[config.mk]
export PLATFORM = sky130hd
export DESIGN_NAME = mem_port_arbiter
export DESIGN_NICKNAME = d
export VERILOG_FILES = /design/src/rtl/mem_port_arbiter_pkg.sv /design/src/rtl/mem_port_arbiter_pick.sv /design/src/rtl/mem_port_arbiter.sv
export SDC_FILE = /design/constraint.sdc
export NUM_CORES = 1
export LEC_CHECK = 0
export CORE_ASPECT_RATIO = 1.2
export CORE_MARGIN = 4
export CORE_UTILIZATION = 40
export DETAILED_ROUTE_END_ITERATION = 10
export GPL_TIMING_DRIVEN = 1
export PLACE_DENSITY_LB_ADDON = 0.2
export SETUP_SLACK_MARGIN = 0.4
export SYNTH_ARGS = -nofsm -noshare
export SYNTH_HDL_FRONTEND = slang
export SYNTH_SLANG_ARGS = --single-unit
export TNS_END_PERCENT = 30
[constraint.sdc]
create_clock -name clk -period 3.3 [get_ports clk]
set_input_delay 0.66 -clock clk [delete_from_list [all_inputs] [get_ports clk]]
set_output_delay 0.66 -clock clk [all_outputs]
set_load 0.03 [all_outputs]
[src/rtl/mem_port_arbiter_pkg.sv]
// Shared types for the unified-memory port arbiter: memory op encoding,
// arbiter state and port identifiers.
package mem_port_arbiter_pkg;

   typedef enum logic [2:0] {
      MEM_B  = 3'd0,
      MEM_H  = 3'd1,
      MEM_W  = 3'd2,
      MEM_BU = 3'd4,
      MEM_HU = 3'd5
   } mem_op_t;

   typedef enum logic {ARB_IDLE, ARB_BUSY} arb_state_t;

   typedef enum logic {PORT_IF, PORT_D} arb_port_t;

   // Bits needed to hold 0..max_val, never less than one.
   function automatic int unsigned cnt_width(input int unsigned max_val);
      return (max_val < 2) ? 1 : $clog2(max_val + 1);
   endfunction

endpackage

[src/rtl/mem_port_arbiter_pick.sv]
// Grant selection: masks requests whose done is showing, prefers the data
// port and forces a fetch grant once the data port has won too often.
module mem_arb_pick
   import mem_port_arbiter_pkg::*;
#(
   parameter int unsigned STARVE_LIMIT = 4
) (
   input  logic      clk,
   input  logic      resetn,
   input  logic      arb_idle,
   input  logic      if_req,
   input  logic      d_req,
   input  logic      if_done,
   input  logic      d_done,
   output logic      grant_valid_c,
   output arb_port_t grant_port_c
);

   localparam int unsigned CW = cnt_width(STARVE_LIMIT);

   logic [CW-1:0] starve_q, starve_d;
   logic          if_elig, d_elig, force_if;

   always_comb begin
      if_elig       = arb_idle & if_req & ~if_done;
      d_elig        = arb_idle & d_req & ~d_done;
      force_if      = (starve_q == CW'(STARVE_LIMIT));
      grant_valid_c = if_elig | d_elig;
      grant_port_c  = (d_elig & ~(if_elig & force_if)) ? PORT_D : PORT_IF;

      // Counts data wins while fetch waits; saturates at the limit.
      starve_d = starve_q;
      if (!if_req) begin
         starve_d = '0;
      end else if (grant_valid_c && grant_port_c == PORT_IF) begin
         starve_d = '0;
      end else if (grant_valid_c && !force_if) begin
         starve_d = starve_q + CW'(1);
      end
   end

   always_ff @(posedge clk or negedge resetn) begin
      if (!resetn) starve_q <= '0;
      else         starve_q <= starve_d;
   end

endmodule

[src/rtl/mem_port_arbiter.sv]
// Shares one fixed-latency data_memory between the fetch and load/store
// ports; one access in flight, done pulse and held read data per port.
module mem_port_arbiter
   import mem_port_arbiter_pkg::*;
#(
   parameter int unsigned MEM_LATENCY  = 1,
   parameter int unsigned STARVE_LIMIT = 4,
   parameter int unsigned XLEN         = 32
) (
   input  logic            clk,
   input  logic            resetn,
   input  logic            if_req,
   input  logic [XLEN-1:0] if_addr,
   output logic [XLEN-1:0] if_rdata,
   output logic            if_done,
   output logic            if_stall,
   input  logic            d_req,
   input  logic            d_wr_en,
   input  mem_op_t         d_op,
   input  logic [XLEN-1:0] d_addr,
   input  logic [XLEN-1:0] d_wdata,
   output logic [XLEN-1:0] d_rdata,
   output logic            d_done,
   output logic            d_stall,
   output logic            mem_wr_en,
   output mem_op_t         mem_op,
   output logic [XLEN-1:0] mem_addr,
   output logic [XLEN-1:0] mem_data_in,
   input  logic [XLEN-1:0] mem_data_out
);

   if (MEM_LATENCY < 1) begin : g_bad_latency
      $error("MEM_LATENCY must be >= 1");
   end

   localparam int unsigned LW = cnt_width(MEM_LATENCY);

   arb_state_t      state_q, state_d;
   arb_port_t       port_q, port_d;
   logic            wr_q, wr_d;
   mem_op_t         op_q, op_d;
   logic [XLEN-1:0] addr_q, addr_d;
   logic [XLEN-1:0] wdata_q, wdata_d;
   logic [LW-1:0]   lat_q, lat_d;
   logic            strobe_q, strobe_d;
   logic            if_done_q, if_done_d;
   logic            d_done_q, d_done_d;
   logic [XLEN-1:0] if_rdata_q, if_rdata_d;
   logic [XLEN-1:0] d_rdata_q, d_rdata_d;
   logic            grant_valid;
   arb_port_t       grant_port;

   mem_arb_pick #(.STARVE_LIMIT(STARVE_LIMIT)) u_pick (
      .clk           (clk),
      .resetn        (resetn),
      .arb_idle      (state_q == ARB_IDLE),
      .if_req        (if_req),
      .d_req         (d_req),
      .if_done       (if_done_q),
      .d_done        (d_done_q),
      .grant_valid_c (grant_valid),
      .grant_port_c  (grant_port)
   );

   // Next state: sample winner at grant, count latency, strobe and capture at the end.
   always_comb begin
      state_d    = state_q;
      port_d     = port_q;
      wr_d       = wr_q;
      op_d       = op_q;
      addr_d     = addr_q;
      wdata_d    = wdata_q;
      lat_d      = lat_q;
      strobe_d   = 1'b0;
      if_done_d  = 1'b0;
      d_done_d   = 1'b0;
      if_rdata_d = if_rdata_q;
      d_rdata_d  = d_rdata_q;
      case (state_q)
         ARB_IDLE: begin
            if (grant_valid) begin
               state_d = ARB_BUSY;
               port_d  = grant_port;
               lat_d   = LW'(MEM_LATENCY - 1);
               if (grant_port == PORT_D) begin
                  addr_d   = d_addr;
                  op_d     = d_op;
                  wr_d     = d_wr_en;
                  wdata_d  = d_wdata;
                  strobe_d = d_wr_en && (MEM_LATENCY == 1);
               end else begin
                  addr_d = if_addr;
                  op_d   = MEM_W;
                  wr_d   = 1'b0;
               end
            end
         end
         ARB_BUSY: begin
            if (lat_q == '0) begin
               state_d = ARB_IDLE;
               if (port_q == PORT_IF) begin
                  if_done_d  = 1'b1;
                  if_rdata_d = mem_data_out;
               end else begin
                  d_done_d = 1'b1;
                  if (!wr_q) d_rdata_d = mem_data_out;
               end
            end else begin
               lat_d    = lat_q - LW'(1);
               strobe_d = wr_q && (lat_q == LW'(1));
            end
         end
         default: state_d = ARB_IDLE;
      endcase
   end

   always_ff @(posedge clk or negedge resetn) begin
      if (!resetn) begin
         state_q    <= ARB_IDLE;
         port_q     <= PORT_IF;
         wr_q       <= 1'b0;
         op_q       <= MEM_W;
         addr_q     <= '0;
         wdata_q    <= '0;
         lat_q      <= '0;
         strobe_q   <= 1'b0;
         if_done_q  <= 1'b0;
         d_done_q   <= 1'b0;
         if_rdata_q <= '0;
         d_rdata_q  <= '0;
      end else begin
         state_q    <= state_d;
         port_q     <= port_d;
         wr_q       <= wr_d;
         op_q       <= op_d;
         addr_q     <= addr_d;
         wdata_q    <= wdata_d;
         lat_q      <= lat_d;
         strobe_q   <= strobe_d;
         if_done_q  <= if_done_d;
         d_done_q   <= d_done_d;
         if_rdata_q <= if_rdata_d;
         d_rdata_q  <= d_rdata_d;
      end
   end

   assign mem_wr_en   = strobe_q;
   assign mem_op      = op_q;
   assign mem_addr    = addr_q;
   assign mem_data_in = wdata_q;
   assign if_done     = if_done_q;
   assign d_done      = d_done_q;
   assign if_rdata    = if_rdata_q;
   assign d_rdata     = d_rdata_q;
   assign if_stall    = if_req & ~if_done_q;
   assign d_stall     = d_req & ~d_done_q;

endmodule

Word-level counts from Yosys, hierarchy flattened
Cells that the tools add are included.

Flip-flop bits (word level): 141. Output and inout bits: 136. Input port bits: 136. Logic and storage cells: 65.

Equality and inequality tests: 3. Multiplexer cells: 22. Reduce and logical (&&, ||, !) cells: 8. $add $sub $neg: 2. Bitwise operators: 17.

Operator list (count): 32-bit two-way mux (1); 1-bit two-way mux (14); 3-bit two-way mux (4); 1-bit bitwise AND (8); 1-bit NOT (8); 1-bit case mux with 2 select lines (3); 3-bit AND reduction (2); 4-bit AND reduction (1); 3-bit by 1-bit adder with 3-bit output (second input constant) (1); 3-bit == test (second input constant) (1); 1-bit logical AND (3); 3-bit by 1-bit inequality test with 1-bit output (second input constant) (1); 2-bit inequality test (second input constant) (1); 2-bit AND reduction (1); 1-bit zero test (1); 1-bit OR (1); 1-bit subtractor (second input constant) (1).

Depth between registers and ports, before layout
Gate-level depths: netlist (run 1).

Depth in word-level cells: 11. Depth in mapped cells: 8. Depth with buffers taken out: 6.

Hierarchy
From an unflattened synthesis (run 1), not the netlist that was laid out.

Cells, all modules: 361. Area total of the unflattened synthesis: 6037.0 µm².

Modules (own cells, without submodules): mem_port_arbiter (cells an instance 337, area each 5806.8 µm², times used 1); mem_arb_pick (cells an instance 24, area each 230.2 µm², times used 1).

Worst setup path after synthesis (run 1)
Ideal clock, no wire load.

Kind: input to register. Start: input port d_req. End: register addr_q[17], in the netlist mem_addr[17]. Setup slack: 1.485 ns. Required time: 3.174 ns. Arrival: 1.689 ns. Path buffers: 2. Cell stages on the path: 6. Cell sequence: nor2b_4 > and2_1 > buf_6 > nor2_8 > buf_6 > a221o_1.

Cells in the longest elaborated chain, start to end: 5. Elaborated cells between the ends (all ways): 7. Classes of those cells: mux: 2; bitwise: 4; reduce/logical: 1.

RTL lines: from (decl) (line mem_port_arbiter.sv:17) `input logic d_req,`; 1-bit bitwise AND (*) (2 in a row) (line mem_port_arbiter_pick.sv:26) `d_elig = arb_idle & d_req & ~d_done;`; 1-bit bitwise AND (line mem_port_arbiter_pick.sv:29) `grant_port_c = (d_elig & ~(if_elig & force_if)) ? PORT_D : PORT_IF;`; 1-bit two-way mux (line mem_port_arbiter_pick.sv:29); 32-bit two-way mux (line mem_port_arbiter.sv:85) `if (grant_port == PORT_D) begin`; to (signal assigned) (line mem_port_arbiter.sv:136) `addr_q <= addr_d;`; to (decl) (line mem_port_arbiter.sv:42) `logic [XLEN-1:0] addr_q, addr_d;`.

Every way passes the cells marked *; elsewhere a longest branch is shown, timed or not. A chain may end at the register's enable or synchronous reset.

Worst setup path in the final report (run 1)
Start: input port if_req. End: output port if_stall.

Cells in the longest elaborated chain, start to end: 1.

RTL lines: from (decl) (line mem_port_arbiter.sv:12) `input logic if_req,`; 1-bit bitwise AND (line mem_port_arbiter.sv:155) `assign if_stall = if_req & ~if_done_q;`; to (decl) (line mem_port_arbiter.sv:16) `output logic if_stall,`.

No other way between the ends.

==> results of run 1 <==
-- stage by stage --
step	hold WS (ps)	area, um^2	utilization
floorplan	364.4	5729	-
global placement	456.0	8552	0.6136
detailed placement	460.7	8552	0.6136
CTS	274.4	9224	0.6618
global route	305.1	9224	0.6618
finish	258.0	9224	0.6618
-- synthesized netlist by cell type (all sizes together), types with 2 or more instances --
cell,instances
dfrtp,139
mux2,96
buf,22
nand2,21
a221o,17
nor3b,16
o21ai,16
o22ai,15
and2,5
inv,4
nor2,4
a21oi,3
clkbuf,3
a22o,2
ha,2
nor2b,2
-- power groups by stage --
| stage | clock network (mW) | registers, mW | logic (mW) |
|---|---|---|---|
| floorplan | 0 | 4.72 | 1.79 |
| global placement | 0 | 3.08 | 5.64 |
| detailed placement | 0 | 3.13 | 5.71 |
| CTS | 2.21 | 3.12 | 5.74 |
| global route | 2.28 | 3.22 | 5.97 |
| finish | 2.16 | 3.11 | 5.66 |
-- final timing paths --
| kind | start | slack (ps) | end | cells after the start |
|---|---|---|---|---|
| min in group clk | wr_q | 470 | wr_q | 1 |
| worst max register to register | state_q | 1070 | d_rdata[6] | 3 |
| worst max-delay path | if_req | 500 | if_stall | 3 |
| max in group asynchronous | resetn | 2220 | mem_op[1] | 2 |
| worst min register to register | wr_q | 470 | wr_q | 1 |
| worst min-delay path | resetn | 260 | mem_addr[1] | 1 |
-- registers in the layout, indices dropped and copies added (netlist names) --
name,cells
if_rdata,32
if_done,1
mem_op,3
d_done,1
wr_q,1
mem_data_in,32
port_q,1
mem_addr,32
u_pick.starve_q,3
d_rdata,32
state_q,1
mem_wr_en,1
-- area by class of cell --
| type | instances | share of cell area |
|---|---|---|
| well taps | 171 | 0.02320 |
| repair buffers | 277 | 0.3005 |
| multi-input cells | 211 | 0.2219 |
| inverters | 4 | 0.001628 |
| clock buffers | 20 | 0.04951 |
| clock inverters | 11 | 0.02333 |
| flip-flops and latches | 140 | 0.3800 |
-- per-layer routing --
metal	share of wire	wire, um	up-vias
met1	0.35	5662	2086
li1	-	-	1913
met3	0.11	1754	31
met4	0.025	393	0
met5	0	0	-
met2	0.51	8223	196
-- logic make-up after synthesis --
logic type / after synthesis
flip-flops: 140
AND/OR/NAND/NOR: 55
adder cells (fa/ha/maj): 2
buffers and inverters: 29
AO/OA/AOI/OAI: 58
multiplexers: 96
-- critical path, delay by kind of cell --
kind,cells,cell delay (ps)
and+or+nand+nor,1,200
buffers and inverters,2,1270
==> results.md, run 1 <==
* Setup_tns at 0 ps
* HPWL Detailed at about 12000 um
* Final hold violation count at 0
* Clk_lat worst skew at 420 ps
* Row Count at 47
* Clk root buf: clkbuf_16
* Clk sinks at between 100 and 150
* Top FF cell, synth: dfrtp_1
* Initial antenna violation count at 0
* Fin nets at slightly below 800
* Least-Margin Pin Slew at just under 900 ps
* Synth Area in Adders at 0.004368
* CP arrival at between 2000 and 2500 ps
* Antenna diodes at 0
* Die Wd at 117.3 um
* Post-synthesis sequential area ratio at 0.6117
* Relative slew margins at 0.4185
* Combinational share of power at 0.518
* Critical Path RT at roughly 2600 ps
* Library cells used by synthesis at 39
* Pins Over Slew Limit at 0
* Sequential power share at 0.285
* Reg area at 3505 um^2
* Switching part of the total power at 0.3867
* Area Growth Syn to Fin at 61.00%
* First DRT Iteration DRCs at around 180
* Final Instance Count excl. Fillers at approximately 830
* Internal power at 6.700 mW
* Layout cells sized above 1 at 0.2217
* Number of buffers created by CTS at 17
* Drt first pass iters at 4
* Met3 usage at 0.09428
* Largest net degree at the start of global routing at 77
* Dominant cells by area after synthesis: dfrtp_1 (61%), mux2_2 (13%), mux2_4 (7.6%)
* CTS tree: built
* Seq cells post-synth at 140
* Routed WL per cell at roughly 19 um
* Tmin final at 2799 ps
* Worst path cell trace: clkdlybuf4s50_1, and2b_4, clkdlybuf4s50_1
* Mux cell area share after synthesis at 0.2077
* Routed vias/inst at 5.067
* Worst-path fanout max at 3
* Clk network pwr share at 0.197
* Post-Synth XOR/XNOR Area at 0
* Initial cell density of the core at 0.4111
* GRT Total Usage at 0.1992
* Unrepaired setup endpoints after global routing: false
* Fmax at 357.3 MHz
* I/O pin total at approximately 270
* Synth Warn # at 0
* Inst Count DP at 803
* First-pass GRT wire length at ~25000 um
* GR peak layer: met2
* Place WS at 501.2 ps
* CP max stage delay at approximately 710 ps
* Mean area per synthesized cell at around 15 um^2
* GP Congestion at between 0.7 and 0.8
* Power after layout at 10.92 mW
* Core box area at 13940 um^2
* Critical Path Source Type: input port
* Leakage at just under 4 nW
* Total number of vias at approximately 4200
* Hold_buf cts at 0
* Total setup buffers inserted after CTS at 0
* Most frequent cells in the layout: clkdlybuf4s50_1 (270), dfrtp_1 (139), mux2_2 (66)
* Final WS setup at between 500 and 600 ps
* Post-synthesis simple-gate area fraction at 0.06355
* GR Overflow Total at 0
* Worst Skew at between 9 and 10 ps
* Max-cap violations at 0
* Final antenna-violating net count at 0
* P_sw at approximately 4.2 mW
* Synth area leader: dfrtp_1
* Largest family of logic cells by synthesized area: multiplexers
* FFs w/ async S/R, synth at 1.000
* Final Cycle Share at 0.8482
* Die area at 16310 um^2
* Crit path kind: input port to output pin
* DRC viols at 0
* Multi-input gate area at 2047 um^2
* Final setup vio count at 0
* Vias in the first global route at between 4000 and 5000
* Input/output buffers at roughly 270
* CP Capture Type: output pin
* Post-Syn Nets at just over 500
* Routing usage on met2 at 0.3340
* Worst-path clk slew at ~60 ps
* Syn Std Cell Area at about 5700 um^2
* Post-synth EDFFs at 0
* CP dominant cell by count: clkdlybuf4s50_1
* Max IR drop VDD at approximately 0.66 mV
* Hold crit path type: input port to async pin
* Cells after synthesis at 380
* Longest Clk Path Bufs at 2
* CTS resizes at 0
* Most common cell after layout, fill and taps aside: clkdlybuf4s50_1
* Post-synthesis compound-gate area fraction at 0.07862
* Die height at 139.1 um
* Status: complete, no violations
* Routed WL at around 16000 um
* Area share of the largest cell type after synthesis at 0.6071
* Final-layout fill cell count at just over 1000
* PwrDens at around 1200 nW/um^2
* H-tree Lvls at 4
* Crit-path slowest cell: clkdlybuf4s50_1
* Met1 usage at 0.2097
(Power assumes the default switching activity.)
==> run 2, diff against run 1 <==
--- a/config.mk
+++ b/config.mk
@@ -7,7 +7,7 @@
 export LEC_CHECK = 0
 export CORE_ASPECT_RATIO = 1.2
 export CORE_MARGIN = 4
-export CORE_UTILIZATION = 40
+export CORE_UTILIZATION = 37
 export DETAILED_ROUTE_END_ITERATION = 10
 export GPL_TIMING_DRIVEN = 1
 export PLACE_DENSITY_LB_ADDON = 0.2
==> constraint.sdc (replaced) <==
create_clock -name clk -period 2.3 [get_ports clk]
set_input_delay 0.46 -clock clk [delete_from_list [all_inputs] [get_ports clk]]
set_output_delay 0.46 -clock clk [all_outputs]
set_load 0.03 [all_outputs]
==> results.md, run 2 (synthesized netlist as in run 1, its figures left out) <==
* Status: complete, no violations (unchanged)
* Die height at 144.3 um (was 139.1 um)
* Setup_tns at 0 ps (unchanged)
* Hold crit path type: input port to async pin (unchanged)
* RR Startpoint: u_pick.starve_q[0] (was state_q)
* Fin nets at 796 (was 789)
* GR Overflow Total at 0 (unchanged)
* HPWL Detailed at 12350 um (was 11790 um)
* Final antenna-violating net count at 0 (unchanged)
* Final Cycle Share at 0.8402
* Final setup vio count at 0 (unchanged)
* Longest Clk Path Bufs at 2 (unchanged)
* Largest net degree at the start of global routing at 66 (was 77)
* H-tree Lvls at 4 (unchanged)
* Tmin final at approximately 1900 ps
* Drt first pass iters at 4 (unchanged)
* Die area at 17550 um^2 (was 16310 um^2)
* CP max stage delay at 690 ps (was 710 ps)
* Routed vias/inst at 4.831 (was 5.067)
* Sequential power share at 0.288 (was 0.285)
* I/O pin total at 272 (unchanged)
* Die Wd at 121.6 um (was 117.3 um)
* Initial cell density of the core at 0.3799 (was 0.4111)
* Internal power at 9.109 mW (was 6.700 mW)
* Total setup buffers inserted after CTS at 0 (unchanged)
* GRT Total Usage at 0.1888 (was 0.1992)
* CP delay by family, top: buffers and inverters (unchanged)
* Antenna diodes at 0 (unchanged)
* Unrepaired setup endpoints after global routing: true (was false)
* Number of buffers created by CTS at 17 (unchanged)
* Max IR drop VDD at 0.7814 mV (was 0.6608 mV)
* Relative slew margins at 0.7569 (was 0.4185)
* Fmax at ~520 MHz
* Most common cell after layout, fill and taps aside: clkdlybuf4s50_1 (unchanged)
* First DRT Iteration DRCs at 164 (was 183)
* Clk root buf: clkbuf_16 (unchanged)
* Worst setup startpoint: mem_data_in[14] (was if_req)
* Pins Over Slew Limit at 0 (unchanged)
* Power after layout at 15.26 mW (was 10.92 mW)
* Input/output buffers at 271 (unchanged)
* Inst Count DP at 842 (was 803)
* Final hold violation count at 0 (unchanged)
* Area Growth Syn to Fin at 63.53% (was 61.00%)
* Buf/Inv on CP at 1 (was 2)
* Clk sinks at 140 (unchanged)
* P_sw at 6.154 mW (was 4.224 mW)
* Clk_lat worst skew at 420 ps (about the same)
* Layout cells sized above 1 at 0.2355 (was 0.2217)
* Core box area at 15080 um^2 (was 13940 um^2)
* Total number of vias at 4227 (was 4226)
* Routed WL at 16660 um (was 16030 um)
* Most frequent cells in the layout: clkdlybuf4s50_1 (198), dfrtp_1 (139), mux2_2 (66) (was clkdlybuf4s50_1 (270), dfrtp_1 (139), mux2_2 (66))
* Worst-path fanout max at 2 (was 3)
* Least-Margin Pin Slew at 366.1 ps (was 872.3 ps)
* Worst-path clk slew at 60 ps (about the same)
* First-pass GRT wire length at 25510 um (was 24720 um)
* Row Count at 49 (was 47)
* Critical Path Source Type: flop (was input port)
* Worst Skew at 11.74 ps (was 9.363 ps)
* Clk network pwr share at 0.187 (was 0.197)
* Final-layout fill cell count at 1210 (was 1039)
* Vias in the first global route at 4719 (was 4696)
* Combinational share of power at 0.525 (was 0.518)
* Crit path kind: flop to output pin (was input port to output pin)
* Leakage at 4.306 nW (was 3.915 nW)
* Switching part of the total power at 0.4032 (was 0.3867)
* Max-cap violations at 0 (unchanged)
* CP arrival at 1470 ps (was 2140 ps)
* Final Instance Count excl. Fillers at 875 (was 834)
* Critical Path RT at 1840 ps (was 2640 ps)
* Initial antenna violation count at 0 (unchanged)
* GP Congestion at 0.8184 (was 0.7428)
* CP Capture Type: output pin (unchanged)
* Crit-path slowest cell: clkdlybuf4s50_1 (unchanged)
* Worst path cell trace: clkdlybuf4s50_1 (was clkdlybuf4s50_1, and2b_4, clkdlybuf4s50_1)
* Routed WL per cell at 19.04 um (was 19.23 um)
* CTS tree: built (unchanged)
* PwrDens at 1629 nW/um^2 (was 1184 nW/um^2)
* DRC viols at 0 (unchanged)
-- run 2: cell count changes in the layout (fill, tap and decap cells not counted), moves of 2 or more --
cell	delta
clkdlybuf4s50_1	-72
dlymetal6s2s_1	+31
bufinv_16	-3
buf_12	+6
buf_4	+2
dlygate4sd2_1	+39
inv_6	+6
-- run 2: area by class of cell --
class / instances / area (um^2) / share of cell area
clock buffers: 18 / 439.2 / 0.04687
repair buffers: 284 / 2925 / 0.3122
clock inverters: 14 / 180.2 / 0.01923
inverters: 4 / 15.01 / 0.001603
flip-flops and latches: 140 / 3505 / 0.3741
multi-input cells: 211 / 2049 / 0.2188
well taps: 204 / 255.2 / 0.02724
-- run 2: power by group through the flow --
stage	sequential, mW	clock [mW]	combinational, mW
2_1_floorplan	6.77	0	2.56
3_3_place_gp	4.38	0	8.27
3_5_place_dp	4.46	0	8.37
4_1_cts	4.41	2.93	8.17
5_1_grt	4.55	3.05	8.44
6_report	4.40	2.86	8.01
-- run 2: timing repair --
item	CTS	global route
endpoints found under the setup margin	133	109
pin swaps	0	0
endpoints found under the hold margin	23	0
hold buffers	1	0
resized for setup	39	32
-- run 2: through the flow --
step	hold slack [ps]	util	setup WS, ps	instance area, um^2
5_1_grt	485.9	0.6212	322.0	9369
4_1_cts	471.7	0.6159	359.9	9289
2_1_floorplan	164.4	-	577.7	5729
6_report	476.6	0.6212	367.5	9369
3_3_place_gp	342.8	0.5774	201.7	8708
3_5_place_dp	343.0	0.5774	136.2	8708
-- run 2: layer usage --
layer,vias up,track usage,part of all wire
li1,1936,-,-
met1,2087,0.2024,0.36
met2,172,0.3348,0.53
met3,32,0.07121,0.082
met4,0,0.07788,0.027
met5,-,0,0
-- run 2: worst paths after layout --
path | to | slack [ps] | cells past startpoint
setup / recovery | mem_data_in[14] | 370 | 1
hold / removal | mem_addr[15] | 480 | 2
setup reg to reg | mem_addr[2] | 530 | 7
hold reg to reg | mem_addr[5] | 480 | 2
max in group asynchronous | d_rdata[10] | 1190 | 3
min in group clk | mem_addr[5] | 480 | 2
